==> config.mk <==
export PLATFORM = sky130hd
export DESIGN_NAME = pwm_dac_multi
export DESIGN_NICKNAME = d
export VERILOG_FILES = /design/src/rtl/pwm_dac_multi.sv
export SDC_FILE = /design/constraint.sdc
export NUM_CORES = 1
export LEC_CHECK = 0
export CORE_MARGIN = 5
export CORE_UTILIZATION = 36
export DETAILED_ROUTE_END_ITERATION = 8
export GPL_TIMING_DRIVEN = 1
export HOLD_SLACK_MARGIN = 0.08
export PLACE_DENSITY = 0.66
export SLEW_MARGIN = 10
export SYNTH_ARGS = -nofsm -noshare
export SYNTH_HDL_FRONTEND = slang
export SYNTH_SLANG_ARGS = --single-unit
==> constraint.sdc <==
create_clock -name clk_i -period 3.8 [get_ports clk_i]
set_input_delay 0.38 -clock clk_i [delete_from_list [all_inputs] [get_ports clk_i]]
set_output_delay 0.38 -clock clk_i [all_outputs]
set_load 0.005 [all_outputs]
==> src/rtl/pwm_dac_multi.sv <==
// pwm_dac_multi: NCH-channel dithered PWM DAC with a small register bus for manual values.
// Latency: pwm_o is registered one cycle after the counter compare; bus ack/rdata one cycle after the strobe.
// Backpressure: none; every bus strobe is acknowledged exactly one cycle later and never stalls.
module pwm_dac_multi #(
  parameter int NCH = 4,
  parameter int DW  = 14,
  parameter int PW  = 8,
  parameter int SW  = 4
) (
  input  logic              clk_i,
  input  logic              rstn_i,
  input  logic [NCH*DW-1:0] pwm_i,
  output logic [NCH-1:0]    pwm_o,
  input  logic [31:0]       sys_addr,
  input  logic [31:0]       sys_wdata,
  input  logic              sys_wen,
  input  logic              sys_ren,
  output logic [31:0]       sys_rdata,
  output logic              sys_ack,
  output logic              sys_err
);

  logic [PW-1:0]          r_cnt;
  logic [SW-1:0]          r_ph;
  logic [NCH-1:0][PW:0]   r_thr;
  logic [NCH-1:0]         r_pwm;
  logic [NCH-1:0][DW-1:0] r_man;
  logic [NCH-1:0]         r_src;
  logic                   r_ack;
  logic [31:0]            r_rdata;

  logic                   w_wrap;
  logic [SW-1:0]          w_ph_nxt;
  logic [SW-1:0]          w_ph_rev;
  logic [NCH-1:0][PW:0]   w_thr_nxt;
  logic [19:0]            w_addr;
  logic [31:0]            w_rd;
  logic                   w_unused;

  assign w_addr   = sys_addr[19:0];
  assign w_wrap   = (r_cnt == {PW{1'b1}});
  assign w_ph_nxt = r_ph + SW'(1);
  assign w_unused = ^{sys_addr[31:20], sys_wdata};

  // Dither slot order: bit-reversed phase of the period that is about to start
  always_comb begin
    w_ph_rev = '0;
    for (int i = 0; i < SW; i++) begin
      w_ph_rev[i] = w_ph_nxt[SW-1-i];
    end
  end

  // Per channel: pick source, offset-binary convert, split into duty and dither fraction
  for (genvar k = 0; k < NCH; k++) begin : g_ch
    logic [DW-1:0] w_smp;
    logic [DW-1:0] w_u;
    logic [PW-1:0] w_duty;
    logic [SW-1:0] w_frac;
    logic          w_extra;
    logic          w_unused;

    assign w_smp        = r_src[k] ? pwm_i[k*DW +: DW] : r_man[k];
    assign w_u          = {~w_smp[DW-1], w_smp[DW-2:0]};
    assign w_duty       = w_u[DW-1 -: PW];
    assign w_frac       = w_u[DW-PW-1 -: SW];
    assign w_extra      = (w_ph_rev < w_frac);
    assign w_thr_nxt[k] = {1'b0, w_duty} + {{PW{1'b0}}, w_extra};
    // Low sample bits below the dither fraction are intentionally dropped
    assign w_unused     = ^w_u;
  end

  // Free-running period counter and dither phase that steps once per period
  always_ff @(posedge clk_i) begin
    if (!rstn_i) begin
      r_cnt <= '0;
      r_ph  <= '0;
    end else begin
      r_cnt <= r_cnt + PW'(1);
      if (w_wrap) begin
        r_ph <= w_ph_nxt;
      end
    end
  end

  // Thresholds reload only on the last cycle of a period; outputs compare against the live threshold
  always_ff @(posedge clk_i) begin
    if (!rstn_i) begin
      r_thr <= '0;
      r_pwm <= '0;
    end else begin
      if (w_wrap) begin
        r_thr <= w_thr_nxt;
      end
      for (int k = 0; k < NCH; k++) begin
        r_pwm[k] <= ({1'b0, r_cnt} < r_thr[k]);
      end
    end
  end

  // Writable registers: manual sample values and source select
  always_ff @(posedge clk_i) begin
    if (!rstn_i) begin
      r_man <= '0;
      r_src <= '1;
    end else if (sys_wen) begin
      for (int k = 0; k < NCH; k++) begin
        if (w_addr == 20'(4 * k)) begin
          r_man[k] <= sys_wdata[DW-1:0];
        end
      end
      if (w_addr == 20'h40) begin
        r_src <= sys_wdata[NCH-1:0];
      end
    end
  end

  // Read mux over the register map; unmapped addresses read as zero
  always_comb begin
    w_rd = '0;
    for (int k = 0; k < NCH; k++) begin
      if (w_addr == 20'(4 * k)) begin
        w_rd[DW-1:0] = r_man[k];
      end
      if (w_addr == 20'(72 + 4 * k)) begin
        w_rd[PW:0] = r_thr[k];
      end
    end
    if (w_addr == 20'h40) begin
      w_rd[NCH-1:0] = r_src;
    end
    if (w_addr == 20'h44) begin
      w_rd[PW+SW-1:0] = {r_ph, r_cnt};
    end
  end

  // Single-cycle acknowledge; read data captured pre-write so a combined wen/ren returns prior contents
  always_ff @(posedge clk_i) begin
    if (!rstn_i) begin
      r_ack   <= 1'b0;
      r_rdata <= '0;
    end else begin
      r_ack   <= sys_wen | sys_ren;
      r_rdata <= sys_ren ? w_rd : 32'h0;
    end
  end

  assign pwm_o     = r_pwm;
  assign sys_ack   = r_ack;
  assign sys_rdata = r_rdata;
  assign sys_err   = 1'b0;

endmodule

* Yosys cells after proc, flatten, opt, wreduce, memory -nomap -nowiden
Index checks and enable logic that the tools add are counted.
Cells by class: $add $sub $neg 6, order comparisons 8, equality and inequality tests 10, mux-type cells 14, bitwise gates (word level) 5, reductions and logical operators 7
Operator list (number):
- 20-bit by 7-bit == test with 1-bit output (second input constant) | 6
- 14-bit 2-to-1 mux | 8
- 20-bit by 4-bit == test with 1-bit output (second input constant) | 2
- 8-bit by 1-bit adder with 9-bit output | 4
- 8-bit by 9-bit less-than comparator with 1-bit output | 4
- 9-bit 2-to-1 mux | 4
- 20-bit by 3-bit == test with 1-bit output (second input constant) | 1
- 20-bit logical NOT | 1
- 4-bit less-than comparator | 4
- 12-bit 2-to-1 mux | 1
- 2-bit AND reduction | 6
- 8-bit by 1-bit adder with 8-bit output (second input constant) | 1
- 8-bit == test (second input constant) | 1
- 4-bit by 1-bit adder with 4-bit output (second input constant) | 1
- 4-bit 2-to-1 mux | 1
- 1-bit inverter | 4
- 1-bit bitwise OR | 1
Storage, ports and cells: flip-flop bits (word level) 145, output and inout bits 38

* Logic depth before layout (Yosys ltp)
depth after elaboration 11, gate-level depth with buffers 15, depth with buffers taken out 14

* Least setup slack after synthesis
Ideal clock, no wire load.
path kind register -> register, start point register r_src[1], end point register r_thr[15] (netlist name), setup time 0.070 ns, arrival time 2.903 ns, required time 3.730 ns, setup slack 0.826 ns, cell stages (with the launch flop) 16, clock period less this slack 2.974 ns, cells stage by stage dfxtp_1 > clkbuf_1 > buf_1 > mux2i_1 > ha_1 > o21a_1 > o21ai_0 > nand2b_1 > a21oi_1 > ha_1 > ha_1 > nand3b_1 > nor3_1 > xnor2_1 > nand2_1 > a21oi_1
Between the ends: word-level cells in the longest chain between the ends 3
RTL lines:
- start, declared | line 28 | logic [NCH-1:0] r_src;
- start signal, assigned | line 112 | r_src <= sys_wdata[NCH-1:0];
- 14-bit 2-to-1 mux * | line 62 | assign w_smp = r_src[k] ? pwm_i[k*DW +: DW] : r_man[k];
- 4-bit less-than comparator | line 66 | assign w_extra = (w_ph_rev < w_frac);
- 8-bit by 1-bit adder with 9-bit output * | line 67 | assign w_thr_nxt[k] = {1'b0, w_duty} + {{PW{1'b0}}, w_extra};
- end signal, assigned | line 92 | r_thr <= w_thr_nxt;
- end, declared | line 25 | logic [NCH-1:0][PW:0] r_thr;
Every way passes the cells marked *; elsewhere a longest branch is shown, timed or not. A chain may end at the register's enable or synchronous reset.

* Final worst setup path
start point register r_ph[0], end point register r_thr[33] (netlist name)
Between the ends: word-level cells in the longest chain between the ends 3
RTL lines:
- start, declared | line 24 | logic [SW-1:0] r_ph;
- start signal, assigned | line 80 | r_ph <= w_ph_nxt;
- 4-bit by 1-bit adder with 4-bit output | line 42 | assign w_ph_nxt = r_ph + SW'(1);
- named net w_ph_nxt[2] | line 33 | logic [SW-1:0] w_ph_nxt;
- 4-bit less-than comparator | line 66
- 8-bit by 1-bit adder with 9-bit output | line 67
The timed path passes the listed nets, and every way through them passes these cells.

==> flow_summary.html <==
<table>
<tr><th>Metric</th><th>Value</th></tr>
<tr><th colspan="2">Run status</th></tr>
<tr><td>Outcome</td><td>finished clean</td></tr>
<tr><th colspan="2">Cells and area</th></tr>
<tr><td>Growth of design area from synthesis to finish</td><td>24.1%</td></tr>
<tr><td>Area occupied by multi-input gates</td><td>between 4000 and 5000 um^2</td></tr>
<tr><td>Fillers</td><td>2055</td></tr>
<tr><td>Most frequent cells in the layout</td><td>nand2_1, dfxtp_1, clkdlybuf4s50_1, a21oi_1, nor2_1</td></tr>
<tr><td>Antenna Diode Count</td><td>0</td></tr>
<tr><td>Net count of the finished layout</td><td>1190</td></tr>
<tr><td>Fraction of final layout cells with drive strength greater than 1</td><td>0.0816</td></tr>
<tr><td>Most frequent standard cell in the layout excluding fill and tap cells</td><td>nand2_1</td></tr>
<tr><td>Area occupied by registers</td><td>between 2000 and 3000 um^2</td></tr>
<tr><th colspan="2">Setup path</th></tr>
<tr><td>Critical Path Start Type</td><td>register</td></tr>
<tr><td>Ordered list of cells on the worst path</td><td>ha_1, xor2_1, buf_4, ha_1, o21a_1, o21ai_0, nand2b_1, a21oi_1, ha_1, ha_1, nand3b_1, nor3_1, xnor2_1, nand2_1, a21oi_1</td></tr>
<tr><td>Delay of the slowest cell on the worst path</td><td>420 ps</td></tr>
<tr><td>Required @ worst endpoint</td><td>4160 ps</td></tr>
<tr><td>Critical Path Fanout Max</td><td>4</td></tr>
<tr><td>Crit Path Class</td><td>reg2reg</td></tr>
<tr><td>Cell at the slowest stage of the critical path</td><td>a21oi_1</td></tr>
<tr><td>Element type at the critical path end</td><td>register</td></tr>
<tr><td>Arrival time of the worst setup path</td><td>3630 ps</td></tr>
<tr><td>Cell repeated most along the worst path</td><td>ha_1</td></tr>
<tr><th colspan="2">STA</th></tr>
<tr><td>Period utilization</td><td>0.861</td></tr>
<tr><td>Final TNS setup</td><td>0 ps</td></tr>
<tr><td>Setup slack of the critical path after layout</td><td>529 ps</td></tr>
<tr><td>Hold slack</td><td>457 ps</td></tr>
<tr><td>Number of pins exceeding their max-slew limit in the final report</td><td>0</td></tr>
<tr><td>Setup skew after layout</td><td>~11 ps</td></tr>
<tr><td>Final hold violation count</td><td>0</td></tr>
<tr><td>Min cycle time layout</td><td>3270 ps</td></tr>
<tr><td>Maximum achievable frequency</td><td>306 MHz</td></tr>
<tr><td>Remaining max-slew budget at the tightest pin</td><td>0.455</td></tr>
<tr><td>Slew at the pin closest to its max-slew limit</td><td>roughly 800 ps</td></tr>
<tr><td>Setup repair after global routing missed its margin</td><td>false</td></tr>
<tr><td>Setup Viol. Count Final</td><td>0</td></tr>
<tr><th colspan="2">Logic synthesis</th></tr>
<tr><td>Seq/Total Area, Yosys</td><td>0.332</td></tr>
<tr><td>Share of async-settable or async-resettable flops after synthesis</td><td>0</td></tr>
<tr><td>Yosys cell types</td><td>70</td></tr>
<tr><td>Mapped Avg Cell Area</td><td>between 8 and 9 um^2</td></tr>
<tr><td>Most used flip-flop cell after synthesis</td><td>dfxtp_1</td></tr>
<tr><td>Post-synthesis instance area</td><td>7660 um^2</td></tr>
<tr><td>Synth warn</td><td>0</td></tr>
<tr><td>EDFF count, synth</td><td>0</td></tr>
<tr><td>Cells after Synth</td><td>between 900 and 1000</td></tr>
<tr><td>Yosys reg bits</td><td>127</td></tr>
<tr><th colspan="2">Routing</th></tr>
<tr><td>WL met1</td><td>11400 um</td></tr>
<tr><td>Wirelength per Cell</td><td>19.6 um</td></tr>
<tr><td>Residual antenna-violating net count after detailed routing</td><td>0</td></tr>
<tr><td>Detailed-routed wire length on met2</td><td>about 12000 um</td></tr>
<tr><td>Routed WL</td><td>25600 um</td></tr>
<tr><td>Detailed-router iteration count before antenna repair</td><td>5</td></tr>
<tr><td>Top metal layer carrying routed signals</td><td>met4</td></tr>
<tr><td>Drt first-iter violations</td><td>610</td></tr>
<tr><td>Per-cell via count in the routed design</td><td>5.49</td></tr>
<tr><td>Post-route DRC violation count</td><td>0</td></tr>
<tr><td>Met3 Routed Length</td><td>1950 um</td></tr>
<tr><td>Via count</td><td>7164</td></tr>
<tr><th colspan="2">Floorplan</th></tr>
<tr><td>Number of rows created at floorplan</td><td>53</td></tr>
<tr><td>Die Area</td><td>24300 um^2</td></tr>
<tr><td>I/O pins</td><td>162</td></tr>
<tr><td>Floorplan die width</td><td>156 um</td></tr>
<tr><td>Initial core utilization</td><td>0.364</td></tr>
<tr><td>Vertical die dimension</td><td>between 150 and 200 um</td></tr>
<tr><td>Core Area</td><td>21000 um^2</td></tr>
<tr><th colspan="2">Global routing</th></tr>
<tr><td>Number of antenna violations at the first check in global routing</td><td>0</td></tr>
<tr><td>Total congestion overflow after global routing</td><td>0</td></tr>
<tr><td>Global router's overall resource usage</td><td>0.209</td></tr>
<tr><td>Maximum number of pins on one net before global-route repair</td><td>105</td></tr>
<tr><td>First-pass GRT wire length</td><td>39100 um</td></tr>
<tr><td>Vias in the first global route</td><td>6708</td></tr>
<tr><th colspan="2">Clock network</th></tr>
<tr><td>Number of clock buffers inserted by TritonCTS</td><td>17</td></tr>
<tr><td>TritonCTS clock tree</td><td>yes</td></tr>
<tr><td>Sink Count</td><td>127</td></tr>
<tr><td>Clock Root Buffer</td><td>clkbuf_16</td></tr>
<tr><td>Number of post-CTS setup repair buffers</td><td>0</td></tr>
<tr><td>Largest buffer count on any clock path</td><td>2</td></tr>
<tr><td>Clock Latency Late Sink</td><td>between 400 and 500 ps</td></tr>
<tr><td>Clock Pin Slew Worst Setup and Hold Paths</td><td>70 ps</td></tr>
<tr><td>PostCTS Resize Cnt</td><td>0</td></tr>
<tr><td>Htree depth</td><td>4</td></tr>
<tr><td>Total of hold buffers inserted after clock tree synthesis</td><td>0</td></tr>
<tr><th colspan="2">Placed design</th></tr>
<tr><td>Placed wire-length estimate after detailed placement</td><td>19300 um</td></tr>
<tr><td>Port buffer count</td><td>104</td></tr>
<tr><td>DP Worst Slack</td><td>559 ps</td></tr>
<tr><td>Placer Congestion</td><td>0.944</td></tr>
<tr><th colspan="2">Power and ir drop</th></tr>
<tr><td>Combinational share of power</td><td>0.094</td></tr>
<tr><td>Max rail drop VDD</td><td>between 0.0002 and 0.0003 V</td></tr>
<tr><td>Reg power frac</td><td>0.412</td></tr>
<tr><td>Power density cells</td><td>344 nW/um^2</td></tr>
<tr><td>Clk pwr share</td><td>0.493</td></tr>
<tr><td>Switching component of the power</td><td>between 800 and 900 uW</td></tr>
<tr><td>Cell internal pwr</td><td>2370 uW</td></tr>
<tr><td>Cell leakage power</td><td>slightly below 0.004 uW</td></tr>
<tr><td>Sw Ratio</td><td>0.274</td></tr>
<tr><th colspan="2">Job</th></tr>
<tr><td>MaxCap Viol Count</td><td>0</td></tr>
<tr><th colspan="2">Hold path</th></tr>
<tr><td>Path type of the worst min-delay path</td><td>reg2reg</td></tr>
</table>
-- worst max-delay path, delay by kind of cell (launching register included) --
kind,cells,cell delay [ps]
XOR/XNOR,2,310
buffers and inverters,1,170
AO/OA/AOI/OAI,4,810
AND/OR/NAND/NOR,4,540
adder cells (fa/ha/maj),4,1010
flip-flops,1,350
-- cells by family after synthesis --
family | Yosys count | share of synthesized area
adder cells (fa/ha/maj) | 50 | 0.0817
other | 1 | 0.000489
AO/OA/AOI/OAI | 191 | 0.158
flip-flops | 127 | 0.332
XOR/XNOR | 34 | 0.0389
buffers and inverters | 113 | 0.0676
multiplexers | 87 | 0.123
AND/OR/NAND/NOR | 323 | 0.198
-- metal layers --
layer  vias to the layer above  track usage
met1                      3394        0.285
li1                       3407            -
met5                         -            0
met4                         0       0.0717
met3                        47       0.0474
met2                       316        0.327
-- power groups by stage --
stage	Clock, uW	Sequential, uW	Combinational (uW)
after floorplan	0	1370	154
after global placement	0	1380	302
after detailed placement	0	1380	303
after CTS	1640	1350	305
after global routing	1690	1350	335
final	1610	1350	307
-- registers in the layout, indices dropped and copies added, names as in the netlist --
signal	flops
pwm_o	4
r_cnt	8
r_man	56
r_ph	4
r_src	4
r_thr	36
sys_ack	1
sys_rdata	14
-- cell type report --
cell class                 count  area share
clock inverter                15      0.0163
inverter                      40      0.0158
timing repair buffer         126       0.128
multi-input combinational    704       0.491
tap                          275      0.0362
sequential                   127       0.268
clock buffer                  17      0.0448
-- synthesized netlist by cell type (4+ instances only) --
| library cell | instances | area share |
|---|---|---|
| mux2_2 | 10 | 0.015 |
| nor2b_1 | 9 | 0.0073 |
| xor2_1 | 21 | 0.024 |
| a21o_1 | 4 | 0.0039 |
| buf_2 | 9 | 0.0059 |
| o2111ai_1 | 4 | 0.0046 |
| clkbuf_1 | 36 | 0.018 |
| xnor2_1 | 13 | 0.015 |
| and3b_1 | 4 | 0.0046 |
| mux4_2 | 5 | 0.015 |
| ha_1 | 50 | 0.082 |
| nor2_1 | 77 | 0.038 |
| nand2b_1 | 9 | 0.0073 |
| o21a_1 | 4 | 0.0039 |
| a211oi_1 | 4 | 0.0039 |
| dfxtp_1 | 127 | 0.33 |
| and3_1 | 11 | 0.0090 |
| inv_1 | 39 | 0.019 |
| buf_4 | 20 | 0.020 |
| nand4_1 | 4 | 0.0033 |
| nand3b_1 | 4 | 0.0039 |
| mux2i_1 | 72 | 0.094 |
| o21ai_1 | 5 | 0.0033 |
| buf_1 | 7 | 0.0034 |
| a31oi_1 | 7 | 0.0057 |
| nand4b_1 | 5 | 0.0057 |
| a21oi_1 | 82 | 0.054 |
| nor3_1 | 12 | 0.0078 |
| o21ai_0 | 31 | 0.020 |
| nand3_1 | 12 | 0.0078 |
| a221oi_1 | 4 | 0.0046 |
| o22ai_1 | 7 | 0.0057 |
| nand2_1 | 144 | 0.071 |
| o31ai_1 | 4 | 0.0039 |
| nor4_1 | 10 | 0.0082 |
-- path summary, 6_finish.rpt --
path / start / to / slack (ps) / cells after the start
worst min register to register: r_man[43] / r_man[43] / 460 / 2
worst max register to register: r_ph[0] / r_thr[33] / 530 / 15
worst max-delay path: r_ph[0] / r_thr[33] / 530 / 15
worst min-delay path: r_man[43] / r_man[43] / 460 / 2
-- per-stage QoR --
stage	util	instances	power (uW)	instance area, um^2
finish	0.452	1304	3270	9500
detailed placement	0.424	1272	1680	8920
floorplan	-	944	1530	7730
global placement	0.424	1272	1680	8920
CTS	0.452	1304	3290	9500
global route	0.452	1304	3380	9500
No activity file was read; power rests on OpenSTA's default activity.
